<file path="config.mk">
export PLATFORM = sky130hd
export DESIGN_NAME = branch_predictor
export DESIGN_NICKNAME = d
export VERILOG_FILES = /design/src/rtl/branch_predictor.sv
export SDC_FILE = /design/constraint.sdc
export NUM_CORES = 1
export LEC_CHECK = 0
export BUFFER_PORTS_ARGS = -buffer_cell sky130_fd_sc_hd__buf_2
export CORE_ASPECT_RATIO = 0.6
export CORE_MARGIN = 2
export CORE_UTILIZATION = 40
export CTS_CLUSTER_DIAMETER = 30
export DETAILED_ROUTE_END_ITERATION = 8
export PLACE_DENSITY = 0.58
export SLEW_MARGIN = 20
export SYNTH_ARGS = -nofsm -noshare
export SYNTH_HDL_FRONTEND = slang
export SYNTH_SLANG_ARGS = --single-unit
</file>
<file path="constraint.sdc">
create_clock -name clk -period 3.3 [get_ports clk]
set_input_delay 0.165 -clock clk [delete_from_list [all_inputs] [get_ports clk]]
set_output_delay 0.165 -clock clk [all_outputs]
set_load 0.1 [all_outputs]
</file>
<file path="src/rtl/branch_predictor.sv">
// Fetch-stage branch predictor: direct-mapped BTB plus a 2-bit counter PHT
// indexed by {global history, pc index}. Lookup is combinational and shows
// pre-update state; training happens on the clock edge from the resolve stage.
module branch_predictor #(
  parameter int         INDEX_BITS = 3,
  parameter int         BHR_BITS   = 2,
  parameter logic [1:0] PHT_RESET  = 2'b01
) (
  input  logic        clk,
  input  logic        reset,
  input  logic [15:0] pc,
  output logic [20:0] branch,
  input  logic        upd_valid,
  input  logic [15:0] upd_pc,
  input  logic [1:0]  upd_bhr,
  input  logic        upd_taken,
  input  logic [15:0] upd_target
);

  localparam int ENTRIES     = 1 << INDEX_BITS;
  localparam int TAG_BITS    = 15 - INDEX_BITS;
  localparam int PHT_BITS    = INDEX_BITS + BHR_BITS;
  localparam int PHT_ENTRIES = 1 << PHT_BITS;

  // Saturating 2-bit counter step toward the resolved outcome.
  function automatic logic [1:0] ctr_step(input logic [1:0] ctr, input logic taken);
    logic [1:0] result;
    result = ctr;
    if (taken && ctr != 2'b11) result = ctr + 2'b01;
    else if (!taken && ctr != 2'b00) result = ctr - 2'b01;
    return result;
  endfunction

  logic [1:0]          bhr_reg;
  logic                btb_valid  [ENTRIES];
  logic [TAG_BITS-1:0] btb_tag    [ENTRIES];
  logic [15:0]         btb_target [ENTRIES];
  logic [1:0]          pht        [PHT_ENTRIES];

  logic [INDEX_BITS-1:0] lk_idx;
  logic [TAG_BITS-1:0]   lk_tag;
  logic [INDEX_BITS-1:0] upd_idx;
  logic [TAG_BITS-1:0]   upd_tag;
  logic [PHT_BITS-1:0]   upd_pht_idx;
  logic                  btb_wr;
  logic                  pht_wr;
  logic                  lk_hit;
  logic [1:0]            lk_ctr;

  // pc[0] never participates: instructions are halfword aligned.
  logic unused_lsb;
  assign unused_lsb = ^{pc[0], upd_pc[0]};

  assign lk_idx      = pc[INDEX_BITS:1];
  assign lk_tag      = pc[15:INDEX_BITS+1];
  assign upd_idx     = upd_pc[INDEX_BITS:1];
  assign upd_tag     = upd_pc[15:INDEX_BITS+1];
  // Training uses the history the branch was predicted with, not the live BHR.
  assign upd_pht_idx = {upd_bhr, upd_idx};
  // Only taken branches allocate/replace; not-taken leaves the BTB alone.
  assign btb_wr      = upd_valid && upd_taken;
  assign pht_wr      = upd_valid;

  genvar gi;

  // BTB entries: valid is reset, tag/target are plain enabled storage.
  generate
    for (gi = 0; gi < ENTRIES; gi++) begin : g_btb
      logic                valid_reg;
      logic [TAG_BITS-1:0] tag_reg;
      logic [15:0]         target_reg;

      // Direct-mapped replacement: a taken update always overwrites its slot.
      always_ff @(posedge clk) begin
        if (reset) begin
          valid_reg <= 1'b0;
        end else if (btb_wr && upd_idx == INDEX_BITS'(gi)) begin
          valid_reg  <= 1'b1;
          tag_reg    <= upd_tag;
          target_reg <= upd_target;
        end
      end

      assign btb_valid[gi]  = valid_reg;
      assign btb_tag[gi]    = tag_reg;
      assign btb_target[gi] = target_reg;
    end
  endgenerate

  // PHT counters, one per {history, index} pair.
  generate
    for (gi = 0; gi < PHT_ENTRIES; gi++) begin : g_pht
      logic [1:0] ctr_reg;

      // Reset to weakly not-taken; otherwise step toward the actual outcome.
      always_ff @(posedge clk) begin
        if (reset) begin
          ctr_reg <= PHT_RESET;
        end else if (pht_wr && upd_pht_idx == PHT_BITS'(gi)) begin
          ctr_reg <= ctr_step(ctr_reg, upd_taken);
        end
      end

      assign pht[gi] = ctr_reg;
    end
  endgenerate

  // Global history shifts in each resolved outcome, and only then.
  always_ff @(posedge clk) begin
    if (reset) begin
      bhr_reg <= 2'b00;
    end else if (upd_valid) begin
      bhr_reg <= {bhr_reg[0], upd_taken};
    end
  end

  // Zero-latency lookup assembling the bundle {ctr, bhr, target, taken}.
  always_comb begin
    lk_hit = btb_valid[lk_idx] && (btb_tag[lk_idx] == lk_tag);
    lk_ctr = pht[{bhr_reg, lk_idx}];
    branch = {lk_ctr, bhr_reg, (lk_hit ? btb_target[lk_idx] : 16'h0000), (lk_hit & lk_ctr[1])};
  end

endmodule

</file>
---- Word-level counts from Yosys, hierarchy flattened ----
Cells that the tools add are included.
word-level totals
  bits in registers ....................... 298
  bits of input ports ..................... 54
  output and inout port bits .............. 21
  logic and storage cells ................. 488
operators by class
  $add $sub $neg .......................... 64
  order comparisons ....................... 2
  equality and inequality tests ........... 71
  muxes and demuxes ....................... 77
  bitwise gates (word level) .............. 4
  reduce and logical (&&, ||, !) cells .... 213
operator list
  cell                                                       number
  2-to-1 mux 2 bit                                           66
  nonzero test 2 bit                                         64
  logical AND 1 bit                                          106
  equality test 5 bit (second input constant)                16
  AND reduction 2 bit                                        40
  adder 2 x 1 -> 2 bit (second input constant)               32
  inequality test 2 bit (second input constant)              32
  subtractor 2 x 1 -> 2 bit (second input constant)          32
  binary-select mux 16 bit (select 3 bit)                    1
  2-to-1 mux 16 bit                                          3
  equality test 5 x 4 -> 1 bit (second input constant)       8
  binary-select mux 12 bit (select 3 bit)                    1
  2-to-1 mux 12 bit                                          2
  equality test 5 x 3 -> 1 bit (second input constant)       4
  equality test 12 bit                                       1
  equality test 3 bit (second input constant)                4
  binary-select mux 2 bit (select 5 bit)                     1
  equality test 5 x 2 -> 1 bit (second input constant)       2
  equality test 3 x 2 -> 1 bit (second input constant)       2
  greater-or-equal comparator 6 bit (second input constant)  1
  NOT 5 -> 6 bit                                             1
  equality test 5 x 1 -> 1 bit (second input constant)       1
  logical NOT 5 bit                                          1
  greater-or-equal comparator 4 bit (second input constant)  1
  8 further kinds                                            9

---- Logic depth before layout (Yosys ltp) ----
Gate-level depths: netlist of run 1.
  word-level depth ........................ 7
  depth in mapped cells ................... 10
  depth with buffers taken out ............ 6

---- Worst setup path before layout of run 1 ----
No wires, ideal clock.
  kind .................................... in2out
  from .................................... input port pc[1]
  to ...................................... output port branch[0]
  arrival time ............................ 3893 ps
  required time ........................... 3135 ps
  path slack .............................. -758 ps
  stages .................................. 8
  path buffers ............................ 2
  cell sequence ........................... buf_2 > buf_4 > mux2i_1 > mux4_2 > xnor2_1 > nor2_1 > nand4_2 > a211oi_1
between the ends
  cells in the longest elaborated chain, start to end .. 7
  elaborated cells between the ends (all ways) .. 14
  those cells by class .................... eq/ne (1); mux (9); bitwise (3); reduce/logical (1)
ends and longest elaborated chain
  element                                               RTL line  RTL
  start, declared                                       11        input logic [15:0] pc,
  NOT 3 -> 4 bit (implied by the code)                  119       lk_hit = btb_valid[lk_idx] && (btb_tag[lk_idx] == lk_tag);
  binary-select mux 12 bit (select 3 bit)               119
  2-to-1 mux 12 bit (implied by the code) (2 in a row)  119
  equality test 12 bit                                  119
  logical AND 1 bit                                     119
  AND 1 bit (*)                                         121       branch = {lk_ctr, bhr_reg, (lk_hit ? btb_target[lk_idx] : 16'h0000), (lk_hit & lk_ctr[1])};
  end, declared                                         12        output logic [20:0] branch,
Mark *: on every way between the ends. The rest lies on a longest branch, timed or not. The select of a mux whose other input is x is not followed.

---- Final worst setup path of run 1 ----
  from .................................... register g_btb[7].tag_reg[3]
  to ...................................... output port branch[1]
between the ends
  cells in the longest elaborated chain, start to end .. 6
ends and longest elaborated chain
  element                                               RTL line  RTL
  start, declared                                       70        logic [TAG_BITS-1:0] tag_reg;
  start signal, assigned                                79        tag_reg <= upd_tag;
  binary-select mux 12 bit (select 3 bit)               119
  2-to-1 mux 12 bit (implied by the code) (2 in a row)  119
  equality test 12 bit                                  119
  logical AND 1 bit                                     119
  2-to-1 mux 16 bit                                     121
Every way passes these cells. The select of a mux whose other input is x is not followed.

==> results of run 1 <==
layout by cell type (no fill, tap or decap), types with 4 or more instances in the layout:
| cell type | n |
|---|---|
| clkinv_4 | 5 |
| buf_4 | 31 |
| nor2_4 | 8 |
| nand2b_1 | 38 |
| nor2b_1 | 7 |
| a21o_1 | 10 |
| edfxtp_1 | 224 |
| o221ai_1 | 25 |
| clkinv_2 | 4 |
| o31ai_1 | 28 |
| nand2_1 | 23 |
| and3_1 | 20 |
| nand3_1 | 6 |
| nor2_1 | 90 |
| nand3b_1 | 26 |
| and2_1 | 5 |
| o22ai_1 | 8 |
| dfxtp_1 | 74 |
| buf_2 | 53 |
| a22oi_1 | 8 |
| mux4_2 | 55 |
| bufinv_16 | 5 |
| a21oi_1 | 60 |
| clkinvlp_4 | 5 |
| buf_12 | 19 |
| xnor2_1 | 9 |
| dlygate4sd3_1 | 31 |
| o21ai_0 | 33 |
| nor3_1 | 5 |
| clkbuf_1 | 5 |
| mux2i_1 | 60 |
| clkinv_1 | 7 |
| clkbuf_16 | 47 |
| nor3_2 | 16 |
| inv_1 | 9 |
| mux4_1 | 5 |
| nor4_1 | 4 |
worst register-to-register path: cells and delay by family, from the launching register on:
family / cells / cell delay [ns]
AOI/OAI and AO/OA: 1 / 0.16
and+or+nand+nor: 3 / 0.35
DFF: 1 / 0.43
worst max-delay path by stage:
stage                   startpoint    endpoint  cells after the start
6_report       g_btb[7].tag_reg[3]   branch[1]                      8
5_1_grt        g_btb[2].tag_reg[3]   branch[1]                      8
4_1_cts        g_btb[2].tag_reg[3]  branch[16]                      8
3_5_place_dp                 pc[2]  branch[16]                      9
3_3_place_gp                 pc[2]  branch[16]                     10
2_1_floorplan                pc[1]  branch[16]                      8
layout make-up:
type / instances / share of cell area [%]
Antenna cell: 1 / 0.0155
Clock buffer: 55 / 7.64
Clock inverter: 29 / 1.88
Inverter: 9 / 0.209
Multi-Input combinational cell: 567 / 28.9
Sequential cell: 298 / 50.7
Tap cell: 424 / 3.28
Timing Repair Buffer: 134 / 7.34
timing repair:
item                                    4_1_cts  5_1_grt
hold buffers                                 31        0
endpoints found under the setup margin        0        5
resized for setup                             0        5
hold endpoints to repair                    229        0
through the flow:
| step | hold slack (ns) | util (%) | power, mW | instance area (sq um) |
|---|---|---|---|---|
| 5_1_grt | 0.284 | 50.0 | 9.81 | 16200 |
| 3_5_place_dp | 0.441 | 44.2 | 4.76 | 14300 |
| 2_1_floorplan | 0.264 | - | 4.57 | 13100 |
| 3_3_place_gp | 0.440 | 44.2 | 4.75 | 14300 |
| 4_1_cts | 0.213 | 50.0 | 9.58 | 16200 |
| 6_report | 0.232 | 50.0 | 9.49 | 16200 |
cells in the mapped netlist, types with 7 or more instances:
cell / n / area [sq um]
edfxtp_1: 224 / 6730
nor2_1: 98 / 368
dfxtp_1: 74 / 1480
a21oi_1: 60 / 300
mux2i_1: 60 / 601
mux4_2: 55 / 1240
nand2b_1: 38 / 238
o21ai_0: 33 / 165
clkbuf_1: 29 / 109
o31ai_1: 28 / 210
nand3b_1: 26 / 195
o221ai_1: 25 / 219
nand2_1: 23 / 86.3
and3_1: 20 / 125
nor3_2: 11 / 110
a21o_1: 10 / 75.1
nor3_1: 10 / 50.1
buf_2: 9 / 45.0
inv_1: 9 / 33.8
xnor2_1: 9 / 78.8
a22oi_1: 8 / 60.1
o22ai_1: 8 / 50.1
nor2b_1: 7 / 43.8
layer usage:
layer / vias to the layer above / part of all wire (%)
li1: 3906 / -
met1: 4156 / 50
met2: 221 / 43
met3: 36 / 4.9
met4: 0 / 1.7
met5: - / 0
power groups by stage:
stage                     Sequential [mW]  Clock [mW]  Combinational, mW
after floorplan                      4.21           0              0.367
after global placement               4.21           0              0.545
after detailed placement             4.21           0              0.550
after CTS                            4.14        4.86              0.583
after global routing                 4.14        5.04              0.632
final                                4.14        4.77              0.581
cell families after synthesis:
logic type,share of synthesized area (%)
AOI/OAI and AO/OA,8.81
buffers and inverters,2.26
muxes,15.2
and+or+nand+nor,10.4
xor gates and xnor gates,0.669
DFF,62.6
==> results.ini, run 1 <==
[run_status]
status = complete, no violations

[layout]
regArea_sq_um = 8210
drive_above_1_share_pct = 23.9
area_growth_pct = 23.6
fill_cells = 2694
largest_reg_flops = 128
stdcell_count = 1517
nets = 1109
multi_input_area_sq_um = 4690

[power]
pwr_density_cell_nw_per_um2 = 586
swShare_pct = 22.0
p_leak_nw = 5.57
netSwitchingPower_mw = 2.08
peakVddDrop_v = 0.000316
pwr-share-seq_pct = 43.6
combPwrFrac_pct = 6.1
p_int_mw = 7.40
clock_power_share_pct = 50.3

[min_path]
min_path_cells = 6
hp-class = input pin to flip-flop
holdPathEnd = g_pht[16].ctr_reg[0]
min_from = upd_pc[1]

[yosys]
synth_cells = 926
synth_area_sq_um = 13100
ys.flop_type = edfxtp_1
yosysSeqAreaShare_pct = 62.6
synth_fp_nets = 980
syn_avg_cell_area_sq_um = 14.1
synthArstFlopShare_pct = 0
synth_seq_cells = 298
synth_edf_count = 224
yosysWarnings = 0
yosysUniqueCellTypes = 44

[setup_path]
cp-end-kind = primary output
start_kind = flip-flop
required_ns = 3.13
path_cells = mux4_2, mux2i_1, xnor2_1, nor3_2, nand4_4, buf_4, nor3_1, buf_12
critPathMaxFanout = 16
critical_path_buf_inv_count = 2
crit_slowest_cell = mux4_2
r2r_end = g_pht[11].ctr_reg[0]
worstRegToRegCells = 4
cp.arrival_ns = 2.98
rrSetupSlack_ns = 2.25
crit_type = flip-flop to primary output
slowest_delay_ns = 0.46
rr_startpoint = g_pht[11].ctr_reg[0]
path_delay_family = simple AND/OR/NAND/NOR gates

[routing]
drc = 0
avgViaCountPerCell = 5.48
vias = 8319
drt_pass1_iterations = 5
ant_nets = 0
routed_wl_microns = 30500
drtIter0Drc = 672
wl_per_cell_microns = 20.1

[floorplanning]
die-area_sq_um = 34300
start_util_pct = 40.5
num_rows = 51
core_area_sq_um = 32400
die_x_microns = 238
io_pins = 75
die_height_microns = 144

[place]
io_buffers = 72
place_ws_ns = 0.227
place_hpwl_microns = 18600
gp_congestion = 0.753
dp.cells = 1401

[sta]
max_freq_ghz = 0.318
fin_worst_skew_ns = 0.00626
finalWorstSetupSlack_ns = 0.153
rsz0062_at_grt = false
setup_viol = 0
fin_setup_tns_ns = 0
hold_viol = 0
period_share_pct = 95.4
drv_slew = 0
relSlewSlack_pct = 41.2
layout_min_cycle_time_ns = 3.15
worst_slew_pin_slew_ns = 0.882

[global_routing]
grt_usage_pct = 18.1
grt_max_degree = 65
grt_overflow = 0
grt_use_met2_pct = 26.5
grt_pass1_wl_microns = 47000
met1_usage_pct = 27.7
globalRouteMet3Util_pct = 3.09
busiest_layer = met1
grt_pass1_vias = 7965
antenna_found_initial = 1

[clocking]
cts.clk_slew.worst_paths_ns = 0.05
cts_tree = yes
insertion_delay_ns = 0.54
cts_root_buf = clkbuf_16
cts_buffer_depth = 3
cts_buffers = 45
cts_setup_buffers = 0
htree_levels = 2
clock_sinks = 298

[flow_run]
max_cap_viol_count = 0

Note: power is estimated with default switching activity, not from simulation.
==> inputs of run 2 (changes only) <==
Settings changed: CORE_MARGIN 2 to unset, PLACE_DENSITY 0.58 to 0.6.
Clock period 3.3 ns to 2.8 ns, I/O delays scaled along.
==> run 2 against run 1 <==
  * The flow now finishes with violations (negative setup slack)
  * Final cell count decreased by 0.40%
  * Wire length increased by 0.97%
  * Die area decreased by 2.2%
  * Combinational power increased by 23%
  * Design area increased by 0.58%
  * Clock power increased by 6.9%
  * Highest routed layer unchanged
==> results.ini, run 2 (synthesis results as in run 1) <==
[setup_path]
r2r_end = bhr_reg[0]  ; was g_pht[11].ctr_reg[0]
required_ns = 2.66  ; was 3.13 ns
rr_startpoint = bhr_reg[0]  ; was g_pht[11].ctr_reg[0]
start_kind = flip-flop  ; unchanged
crit_slowest_cell = mux4_2  ; unchanged
worstRegToRegCells = 3  ; was 4
slowest_delay_ns = 0.47  ; was 0.46 ns
rrSetupSlack_ns = 1.32  ; was 2.25 ns
crit_type = flip-flop to primary output  ; unchanged
path_cells = mux4_2, mux2i_1, xnor2_1, nor3_2, nand4_4, buf_16, nor3_4, buf_12  ; was mux4_2, mux2i_1, xnor2_1, nor3_2, nand4_4, buf_4, nor3_1, buf_12
cp.arrival_ns = 2.76  ; was 2.98 ns
critPathMaxFanout = 8  ; was 16
cp-end-kind = primary output  ; unchanged
crit_start = g_btb[6].tag_reg[8]  ; was g_btb[7].tag_reg[3]

[sta]
finalWorstSetupSlack_ns = -0.101  ; was 0.153 ns
worst_slew_pin_slew_ns = 0.695  ; was 0.882 ns
hold_viol = 0  ; unchanged
period_share_pct = 104
drv_slew = 0  ; unchanged
max_freq_ghz = 0.345
relSlewSlack_pct = 53.7  ; was 41.2%
setup_viol = 17  ; was 0
fin_setup_tns_ns = -1.61  ; was 0 ns
rsz0062_at_grt = true  ; was false
layout_min_cycle_time_ns = 2.90
fin_worst_skew_ns = 0.0144  ; was 0.00626 ns

[floorplanning]
io_pins = 75  ; unchanged
start_util_pct = 41.3  ; was 40.5%
die-area_sq_um = 33500  ; was 34,300 sq um
num_rows = 50  ; was 51
core_area_sq_um = 31700  ; was 32,400 sq um
die_x_microns = 236  ; was 238 microns
die_height_microns = 142  ; was 144 microns

[clocking]
cts_buffer_depth = 3  ; unchanged
clock_sinks = 298  ; unchanged
cts_tree = yes  ; unchanged
cts_buffers = 42  ; was 45
cts_root_buf = clkbuf_16  ; unchanged
cts.clk_slew.worst_paths_ns = 0.06  ; was 0.05 ns
htree_levels = 2  ; unchanged
insertion_delay_ns = 0.54  ; about the same

[routing]
vias = 8360  ; was 8,319
drtIter0Drc = 785  ; was 672
drt_pass1_iterations = 5  ; unchanged
drc = 0  ; unchanged
avgViaCountPerCell = 5.53  ; was 5.48
routed_wl_microns = 30800  ; was 30,500 microns
wl_per_cell_microns = 20.4  ; was 20.1 microns
ant_nets = 0  ; unchanged

[place]
place_area_sq_um = 14500  ; was 14,300 sq um
place_hpwl_microns = 19100  ; was 18,600 microns
dp.cells = 1401  ; unchanged
io_buffers = 72  ; unchanged
gp_congestion = 0.790  ; was 0.753
place_ws_ns = 0.120  ; was 0.227 ns

[min_path]
holdPathEnd = g_pht[18].ctr_reg[1]  ; was g_pht[16].ctr_reg[0]
min_path_cells = 3  ; was 6
hp-class = input pin to flip-flop  ; unchanged
min_from = reset  ; was upd_pc[1]

[global_routing]
grt_pass1_vias = 8009  ; was 7,965
grt_pass1_wl_microns = 48000  ; was 47,000 microns
grt_overflow = 0  ; unchanged
antenna_found_initial = 1  ; unchanged
grt_max_degree = 65  ; unchanged
grt_usage_pct = 18.9  ; was 18.1%

[flow_run]
max_cap_viol_count = 0  ; unchanged

[power]
power.total_mw = 10.7  ; was 9.49 mW
p_leak_nw = 5.71  ; was 5.57 nW
peakVddDrop_v = 0.000465  ; was 0.000316 V
pwr_density_cell_nw_per_um2 = 656  ; was 586 nW/um^2

[layout]
final_cell_mix = edfxtp_1, nor2_1, dfxtp_1  ; unchanged
drive_above_1_share_pct = 25.2  ; was 23.9%
largest_reg_flops = 128  ; unchanged
nets = 1117  ; was 1,109
final_common_cell = edfxtp_1  ; unchanged
final_area_sq_um = 16300  ; was 16,200 sq um
stdcell_count = 1511  ; was 1,517
area_growth_pct = 24.3  ; was 23.6%

[run_status]
violations = negative setup slack
status = finished, violations left  ; was complete, no violations

-- run 2: what timing repair did --
item                                    4_1_cts  5_1_grt
gates cloned                                  1        0
hold buffers                                 32        0
gates resized for setup                       9        1
endpoints found under the hold margin       226        0
endpoints found under the setup margin       16       17
pin swaps                                    19        0
setup buffers                                 1        0
-- run 2: final cells by class --
type / count / area, sq um
Antenna cell: 1 / 2.50
Clock buffer: 43 / 1060
Clock inverter: 32 / 299
Fill cell: 2592 / 15400
Inverter: 9 / 33.8
Multi-Input combinational cell: 567 / 4810
Sequential cell: 298 / 8210
Tap cell: 416 / 520
Timing Repair Buffer: 145 / 1350
-- run 2: per-stage QoR --
step,hold WS [ns],util (%)
2_1_floorplan,0.239,-
3_3_place_gp,0.412,45.8
3_5_place_dp,0.416,45.8
4_1_cts,0.119,51.3
5_1_grt,0.155,51.3
6_report,0.142,51.3
-- run 2: layer usage --
metal | vias up | wire length (microns) | GRT usage (%)
li1 | 3941 | - | -
met1 | 4162 | 15400 | 29.3
met2 | 215 | 13000 | 26.4
met3 | 42 | 1850 | 4.11
met4 | 0 | 524 | 5.23
met5 | - | 0 | 0
-- run 2: critical path, delay by kind of cell, from the launching register on --
kind / cells / cell delay (ns)
muxes: 2 / 0.63
DFF: 1 / 0.37
xor gates and xnor gates: 1 / 0.13
and+or+nand+nor: 3 / 0.64
buffers and inverters: 2 / 0.43
-- run 2: worst max-delay path by stage --
stage / end / slack [ns] / cells past startpoint
6_report: branch[9] / -0.10 / 8
5_1_grt: branch[9] / -0.25 / 8
4_1_cts: branch[0] / -0.17 / 8
3_5_place_dp: branch[3] / 0.12 / 9
3_3_place_gp: branch[16] / 0.14 / 9
2_1_floorplan: branch[16] / -0.21 / 8
-- run 2: report_power, final --
group | switching (mW) | leakage, nW | total [mW] | internal [mW]
registers | 0.0564 | 2.62 | 4.87 | 4.82
logic | 0.409 | 2.42 | 0.715 | 0.307
clock network | 2.07 | 0.669 | 5.10 | 3.03
total | 2.54 | 5.71 | 10.7 | 8.15
==> inputs of run 3 (changes only) <==
Settings changed: REMOVE_ABC_BUFFERS set to 1.
==> run 3 against run 2 <==
  * Sequential power about the same
  * Count of clock-buffer cells in the layout increased by 6
  * The run still ends with negative setup slack left
  * Largest cell class unchanged
  * Utilization increased by 0.64 points
  * Total power increased by 5.5%
  * Clock power increased by 12%
  * Non-clock buffer count decreased by 2
==> results.ini, run 3 (synthesis results as in run 1) <==
[run_status]
status = finished, violations left  ; unchanged
violations = negative setup slack  ; unchanged

[floorplanning]
core_area_sq_um = 31700  ; unchanged
die-area_sq_um = 33500  ; unchanged
die_height_microns = 142  ; unchanged
num_rows = 50  ; unchanged
die_x_microns = 236  ; unchanged
io_pins = 75  ; unchanged
start_util_pct = 41.3  ; unchanged

[setup_path]
crit_slowest_cell = mux4_2  ; unchanged
worstRegToRegCells = 3  ; unchanged
r2r_end = bhr_reg[0]  ; unchanged
path_cells = mux4_2, mux2i_1, xnor2_1, nor3_2, nand4_4, buf_12, buf_16, nor3_4, buf_12  ; was mux4_2, mux2i_1, xnor2_1, nor3_2, nand4_4, buf_16, nor3_4, buf_12
path_delay_family = multiplexers  ; was simple AND/OR/NAND/NOR gates
rr_startpoint = bhr_reg[0]  ; unchanged
start_kind = flip-flop  ; unchanged
crit_path_end = branch[9]  ; unchanged
critPathMaxFanout = 8  ; unchanged
rrSetupSlack_ns = 1.29  ; was 1.32 ns
crit_top_cell = buf_12
required_ns = 2.66  ; about the same
cp-end-kind = primary output  ; unchanged
crit_start = g_btb[2].tag_reg[10]  ; was g_btb[6].tag_reg[8]
cp.arrival_ns = 2.84  ; was 2.76 ns
critical_path_buf_inv_count = 3  ; was 2
crit_cells = 9  ; was 8
slowest_delay_ns = 0.46  ; was 0.47 ns
crit_type = flip-flop to primary output  ; unchanged

[power]
swShare_pct = 23.1  ; was 23.8%
netSwitchingPower_mw = 2.60  ; was 2.54 mW
p_leak_nw = 5.78  ; was 5.71 nW
pwr-share-seq_pct = 43.2  ; was 45.6%
peakVddDrop_v = 0.000446  ; was 0.000465 V
power.total_mw = 11.3  ; was 10.7 mW
p_int_mw = 8.67  ; was 8.15 mW
clock_power_share_pct = 50.5  ; was 47.7%
pwr_density_cell_nw_per_um2 = 684  ; was 656 nW/um^2
combPwrFrac_pct = 6.3  ; was 6.7%

[sta]
rsz0062_at_grt = true  ; unchanged
relSlewSlack_pct = 50.5  ; was 53.7%
setup_viol = 17  ; unchanged
period_share_pct = 107  ; was 104%
max_freq_ghz = 0.335  ; was 0.345 GHz
fin_worst_skew_ns = 0.00547  ; was 0.0144 ns
drv_slew = 0  ; unchanged
finalWorstSetupSlack_ns = -0.184  ; was -0.101 ns
hold_viol = 0  ; unchanged
layout_min_cycle_time_ns = 2.98  ; was 2.90 ns
worst_slew_pin_slew_ns = 0.741  ; was 0.695 ns

[clocking]
cts_buffer_depth = 3  ; unchanged
clock_sinks = 298  ; unchanged
insertion_delay_ns = 0.54  ; about the same
cts.clk_slew.worst_paths_ns = 0.06  ; about the same
cts_tree = yes  ; unchanged
cts_root_buf = clkbuf_16  ; unchanged
htree_levels = 2  ; unchanged
cts_buffers = 44  ; was 42

[layout]
area_growth_pct = 25.8  ; was 24.3%
final_common_cell = edfxtp_1  ; unchanged
n_antenna_cell = 0  ; was 1
largest_reg_flops = 128  ; unchanged
final_cell_mix = edfxtp_1, nor2_1, dfxtp_1  ; unchanged
nets = 1117  ; unchanged
drive_above_1_share_pct = 25.2  ; about the same
final_area_sq_um = 16500  ; was 16,300 sq um
utilization_pct = 52.0  ; was 51.3%

[min_path]
hp-class = input pin to flip-flop  ; unchanged
min_from = reset  ; unchanged

[flow_run]
max_cap_viol_count = 0  ; unchanged

[routing]
vias = 8428  ; was 8,360
drtIter0Drc = 949  ; was 785
ant_nets = 0  ; unchanged
drc = 0  ; unchanged
wl_per_cell_microns = 20.8  ; was 20.4 microns
drt_pass1_iterations = 5  ; unchanged
routed_wl_microns = 31500  ; was 30,800 microns
avgViaCountPerCell = 5.56  ; was 5.53

[place]
gp_congestion = 0.822  ; was 0.790
place_hpwl_microns = 19700  ; was 19,100 microns
place_area_sq_um = 14400  ; was 14,500 sq um
io_buffers = 72  ; unchanged

[global_routing]
grt_max_degree = 65  ; unchanged
grt_overflow = 0  ; unchanged
grt_usage_pct = 19.3  ; was 18.9%
grt_pass1_wl_microns = 48600  ; was 48,000 microns
grt_pass1_vias = 8065  ; was 8,009
antenna_found_initial = 1  ; unchanged

## run 3: worst min-delay path by stage
stage,to,cells after the start,slack (ns)
3_5_place_dp,g_btb[6].tag_reg[10],1,0.41
4_1_cts,g_pht[16].ctr_reg[1],2,0.02
3_3_place_gp,g_btb[1].tag_reg[8],1,0.41
6_report,g_pht[2].ctr_reg[1],2,0.03
2_1_floorplan,bhr_reg[0],1,0.21
5_1_grt,g_pht[14].ctr_reg[1],2,0.04
## run 3: what timing repair did
action,in CTS,in global routing
hold buffers,31,0
buffers inserted,1,0
gates cloned,1,0
endpoints found under the hold margin,226,0
pin swaps,19,0
endpoints found under the setup margin,17,17
gates resized for setup,26,0
## run 3: cell type report
class | instances | area (sq um)
fillers | 2644 | 15200
flip-flops and latches | 298 | 8210
multi-input cells | 567 | 4800
repair buffers | 143 | 1370
clock buffers | 49 | 1170
well taps | 416 | 520
clock inverters | 33 | 383
inverters | 9 | 33.8
## run 3: power by group through the flow
stage / clock, mW / combinational (mW) / sequential [mW]
after floorplan: 0 / 0.340 / 4.96
after global placement: 0 / 0.654 / 4.96
after detailed placement: 0 / 0.662 / 4.96
after CTS: 5.80 / 0.714 / 4.87
after global routing: 5.99 / 0.769 / 4.88
final: 5.69 / 0.711 / 4.87
## run 3: layer usage
layer	up-vias	track usage [%]	wire length (microns)
li1	3925	-	-
met1	4182	29.8	15500
met2	277	26.8	13100
met3	42	4.81	2450
met4	2	4.75	450
met5	-	0	10
## run 3: per-stage QoR
step	TNS, ns	instances	hold WS [ns]	setup slack (ns)
after floorplan	-9.78	874	0.209	-1.27
after global placement	0	1400	0.413	0.0823
after detailed placement	0	1400	0.414	0.0272
after CTS	-3.47	1515	0.0167	-0.245
after global routing	-4.70	1515	0.0367	-0.339
final	-2.42	1515	0.0338	-0.184
